File: config.mk
export PLATFORM = sky130hd
export DESIGN_NAME = bcd_counter_n
export DESIGN_NICKNAME = d
export VERILOG_FILES = /design/src/rtl/bcd_counter_n.sv
export SDC_FILE = /design/constraint.sdc
export NUM_CORES = 1
export LEC_CHECK = 0
export ABC_AREA = 0
export BUFFER_PORTS_ARGS = -buffer_cell sky130_fd_sc_hd__clkbuf_2
export CAP_MARGIN = 20
export CELL_PAD_IN_SITES_DETAIL_PLACEMENT = 0
export CELL_PAD_IN_SITES_GLOBAL_PLACEMENT = 1
export CORE_MARGIN = 2
export CORE_UTILIZATION = 40
export DETAILED_ROUTE_END_ITERATION = 10
export PLACE_DENSITY = 0.77
export REMOVE_ABC_BUFFERS = 1
export SLEW_MARGIN = 20
export SYNTH_ARGS = -nofsm -noshare
export SYNTH_HDL_FRONTEND = slang
export SYNTH_SLANG_ARGS = --single-unit
File: constraint.sdc
create_clock -name CLK -period 2.65 [get_ports CLK]
set_input_delay 0.3975 -clock CLK [delete_from_list [all_inputs] [get_ports CLK]]
set_output_delay 0.3975 -clock CLK [all_outputs]
set_load 0.02 [all_outputs]
File: src/rtl/bcd_counter_n.sv
// N-digit BCD up/down counter with programmable limit, stop-or-wrap terminal
// handling and parallel load. All outputs registered.
//
//   state    | meaning
//   ---------+-------------------------------------------------------------
//   ST_IDLE  | paused; max_reg tracks max_bcd every edge; run=1 starts
//   ST_COUNT | stepping every edge while run=1; max_reg frozen
//   ST_DONE  | stopped at terminal (wrap=0); done=1; run=0 or load exits
module bcd_counter_n #(
  parameter int DIGITS = 2
) (
  input  logic                  CLK,
  input  logic                  RST_N,
  input  logic                  run,
  input  logic                  up_dn,
  input  logic                  wrap,
  input  logic                  load,
  input  logic [4*DIGITS-1:0]   load_val,
  input  logic [4*DIGITS-1:0]   max_bcd,
  output logic [4*DIGITS-1:0]   count,
  output logic                  done,
  output logic                  tc
);

  localparam int W = 4 * DIGITS;

  typedef enum logic [1:0] {
    ST_IDLE  = 2'd0,
    ST_COUNT = 2'd1,
    ST_DONE  = 2'd2
  } state_t;

  state_t         state_q;
  logic [W-1:0]   count_q;
  logic [W-1:0]   max_reg_q;
  logic           done_q;
  logic           tc_q;

  function automatic logic [W-1:0] bcd_clamp(input logic [W-1:0] v);
    logic [W-1:0] r;
    r = v;
    for (int i = 0; i < DIGITS; i++) begin
      if (v[4*i +: 4] > 4'd9) r[4*i +: 4] = 4'd9;
    end
    return r;
  endfunction

  function automatic logic [W-1:0] bcd_inc(input logic [W-1:0] v);
    logic [W-1:0] r;
    logic         carry;
    r     = v;
    carry = 1'b1;
    for (int i = 0; i < DIGITS; i++) begin
      if (carry) begin
        if (v[4*i +: 4] >= 4'd9) begin
          r[4*i +: 4] = 4'd0;
        end else begin
          r[4*i +: 4] = v[4*i +: 4] + 4'd1;
          carry       = 1'b0;
        end
      end
    end
    return r;
  endfunction

  function automatic logic [W-1:0] bcd_dec(input logic [W-1:0] v);
    logic [W-1:0] r;
    logic         borrow;
    r      = v;
    borrow = 1'b1;
    for (int i = 0; i < DIGITS; i++) begin
      if (borrow) begin
        if (v[4*i +: 4] == 4'd0) begin
          r[4*i +: 4] = 4'd9;
        end else begin
          r[4*i +: 4] = v[4*i +: 4] - 4'd1;
          borrow      = 1'b0;
        end
      end
    end
    return r;
  endfunction

  logic [W-1:0] max_clamp;
  logic [W-1:0] load_clamp;
  logic [W-1:0] load_lim;
  logic [W-1:0] step_val;
  logic         at_term;
  logic         step_hits;

  // Counting up, anything at or above the limit (overrange) counts as terminal.
  always_comb begin
    max_clamp  = bcd_clamp(max_bcd);
    load_clamp = bcd_clamp(load_val);
    load_lim   = (load_clamp > max_clamp) ? max_clamp : load_clamp;
    step_val   = up_dn ? bcd_inc(count_q) : bcd_dec(count_q);
    at_term    = up_dn ? (count_q >= max_reg_q) : (count_q == '0);
    step_hits  = up_dn ? (step_val == max_reg_q) : (step_val == '0);
  end

  always_ff @(posedge CLK) begin
    if (!RST_N) begin
      state_q   <= ST_IDLE;
      count_q   <= '0;
      max_reg_q <= {DIGITS{4'd9}};
      done_q    <= 1'b0;
      tc_q      <= 1'b0;
    end else if (load) begin
      state_q   <= ST_IDLE;
      count_q   <= load_lim;
      max_reg_q <= max_clamp;
      done_q    <= 1'b0;
      tc_q      <= 1'b0;
    end else begin
      tc_q <= 1'b0;
      case (state_q)
        ST_IDLE, ST_COUNT: begin
          if (state_q == ST_IDLE) max_reg_q <= max_clamp;
          if (!run) begin
            state_q <= ST_IDLE;
          end else if (at_term) begin
            if (wrap) begin
              count_q <= up_dn ? '0 : max_reg_q;
              tc_q    <= 1'b1;
              state_q <= ST_COUNT;
            end else begin
              state_q <= ST_DONE;
              done_q  <= 1'b1;
            end
          end else begin
            count_q <= step_val;
            if (step_hits && !wrap) begin
              state_q <= ST_DONE;
              done_q  <= 1'b1;
            end else begin
              state_q <= ST_COUNT;
            end
          end
        end
        ST_DONE: begin
          if (!run) begin
            state_q <= ST_IDLE;
            done_q  <= 1'b0;
          end
        end
        default: begin
          state_q <= ST_IDLE;
          done_q  <= 1'b0;
        end
      endcase
    end
  end

  assign count = count_q;
  assign done  = done_q;
  assign tc    = tc_q;

endmodule

==> impl_metrics.ini <==
[grt]
grt_pass1_vias = 2094
grt_max_degree = 21
grtUsageTotal_pct = 19.2
grt_pass1_wl_mm = 9.74
antenna_found_initial = 0
globalRoute.totalOverflow = 0

[power]
irDropWorstVdd_mv = 0.212
power_frac_seq_pct = 31.5
netSwitchingFraction_pct = 39.2
p_leak_nw = 1.13
p_per_area_nw_per_um2 = 462
p_comb_share_pct = 48.3
clkPwrFrac_pct = 20.3
p_switching_mw = 0.456
intPower_mw = 0.708

[critical_path]
cp_max_fo = 11
worst-setup-path-type = register to register
cp-start-kind = register
critPathTopFamily = simple AND/OR/NAND/NOR gates
crit_path_frequent_cell = inv_1
cp.arrival_ns = 2.59
critPathCaptureType = register
crit_buf_inv = 2
crit_path_cell_trace = inv_1, ha_1, or3b_4, or3_1, o211ai_1, inv_1, a41oi_1, o22ai_2, a32o_1
slowest_stage = or3b_4
cpPeakStageDelay_ns = 0.45
worstPathRequired_ns = 2.81

[logic_synthesis]
yosys.area.top_type = dfxtp_1
ys_warn_count = 0
synth.top_cell.area_share_pct = 18.0
ys.flop_type = dfxtp_1
ys_seq_elements = 20
netlist_area_um2 = 2220
synth_cell_types = 67
synthTopCellsByCount = nor2_1 (24), inv_1 (23), ha_1 (22), nand2_1 (22), dfxtp_1 (20)
synth_most_common_cell = nor2_1
synth-edff-count = 0
yosysSeqAreaShare_pct = 18.0
async_reset_ff_share_pct = 0
syn_avg_cell_area_um2 = 7.69
syn_inst = 289
synth.top_cells.by_area = dfxtp_1 (18%), ha_1 (12%), a21oi_1 (4.1%), nor2_1 (4.1%), inv_1 (3.9%)

[route]
routed_wl_mm = 5.69
via_count = 2161
wl_per_cell_um = 14.5
drtAntennaViolNets = 0
drt_first_pass_iters = 4
drc = 0
drt_iter0_markers = 117
vias_per_cell = 5.51

[clock_tree]
clk_pin_slew_ns = 0.07
cts.hold.buffers_added = 0
cts_resized = 0
cts_tree = built
clockRootBuffer = clkbuf_8
clockBufferDepth = 2
cts_max_level = 1
clk_latency_ns = 0.26
cts_made_buffers = 3
cts_setup_buffers = 0
cts_sinks = 20

[sta]
slew-limit-headroom_pct = 63.8
min_period_ns = 2.43
finalClockSkew_ns = 0.00217
fmax_ghz = 0.412
slew_violations = 0
finalHoldViolations = 0
fin_crit_sh_pct = 91.6
finalSetupTns_ns = 0
rsz0062_at_grt = no
setup_violations = 0
worst_slew_pin_slew_ns = 0.543

[floorplanning]
ios = 32
core-area_um2 = 5440
rows = 27
die_area_um2 = 6170
die_h_um = 78.5
dieWidth_um = 78.5
start_util_pct = 40.9

[worst_hold_path]
hold_path_class = input port to register

[status]
run_status = finished, final reports clean

[cells_and_area]
drive_gt1_share_pct = 21.6
utilization_pct = 46.4
num_antenna_cells = 0
nFillCells = 579
layout.nets = 365
syn_to_final_growth_pct = 13.5

[placed_design]
dp_hpwl_mm = 4.52
port_buffers = 31
finalWeightedCongestion = 0.849

[job]
drv_cap = 0
## power groups by stage
stage	Clock [mW]	Combinational, mW	Sequential, mW
2_1_floorplan	0	0.362	0.389
3_3_place_gp	0	0.560	0.373
3_5_place_dp	0	0.561	0.373
4_1_cts	0.246	0.564	0.366
5_1_grt	0.258	0.624	0.372
6_report	0.236	0.562	0.367
## worst register-to-register path, cell delays in order, from the launching register on
cell and delay (ns):
dfxtp_1 0.31, inv_1 0.07, ha_1 0.33, or3b_4 0.46
or3_1 0.31, o211ai_1 0.17, inv_1 0.13, a41oi_1 0.20
o22ai_2 0.12, a32o_1 0.22
## metal layers
metal  vias up  part of all wire, %  track usage [%]
met5         -                    0                0
met4         0                  1.4             5.44
met3         7                  3.9             1.49
met2        62                   46             32.2
met1       986                   48             26.4
li1       1106                    -                -
## stage by stage
stage	hold WS [ns]	cells	instance area (um2)	power, mW	worst slack [ns]
after floorplan	0.454	271	2120	0.751	0.0631
after global placement	0.484	388	2470	0.933	0.0735
after detailed placement	0.489	388	2470	0.934	0.0923
after CTS	0.400	392	2520	1.18	0.219
after global routing	0.429	392	2520	1.25	0.0181
final	0.403	392	2520	1.16	0.224
## registers in the layout, indices dropped and copies added, names as in the netlist
register / count
count: 8
done: 1
max_reg_q: 8
state_q: 2
tc: 1
## final cells by class
| type | instances | area, um2 | area share [%] |
|---|---|---|---|
| tap | 72 | 90.1 | 3.57 |
| clock buffer | 4 | 55.1 | 2.18 |
| timing repair buffer | 45 | 260 | 10.3 |
| sequential | 20 | 400 | 15.9 |
| multi-input combinational | 227 | 1630 | 64.5 |
| inverter | 24 | 90.1 | 3.57 |
## final timing paths
check,start,to,slack [ns],cells past startpoint
setup / recovery,count[0]$_SDFFE_PN0P_,done$_SDFFE_PP0P_,0.22,9
hold / removal,run,state_q[0]$_SDFFE_PP0P_,0.40,3
setup reg to reg,count[0]$_SDFFE_PN0P_,done$_SDFFE_PP0P_,0.22,9
hold reg to reg,done$_SDFFE_PP0P_,done$_SDFFE_PP0P_,0.50,1
## cell families after synthesis
group	count (synthesis)	synth area share, %
and+or+nand+nor	106	27.5
AOI/OAI and AO/OA	85	27.3
buffers and inverters	42	8.78
adders and majority gates	22	12.4
DFF	20	18.0
muxes	8	3.72
xor gates and xnor gates	6	2.36
## cell usage in the layout, fill, tap and decap left out, types with 4 or more instances in the layout
| cell | instances |
|---|---|
| a21oi_1 | 18 |
| nand3_1 | 7 |
| clkbuf_2 | 31 |
| nand2_1 | 22 |
| a21boi_1 | 4 |
| nor2_1 | 24 |
| xnor2_1 | 6 |
| o21ai_0 | 15 |
| inv_1 | 23 |
| o211ai_1 | 6 |
| buf_4 | 14 |
| clkbuf_8 | 4 |
| ha_1 | 22 |
| dfxtp_1 | 20 |
| nand2b_1 | 7 |
| nor2b_1 | 9 |
| o21a_1 | 8 |
| mux2i_1 | 6 |
| nor3_1 | 5 |
| nand4_1 | 7 |
Power figures use the tool's default switching activity.
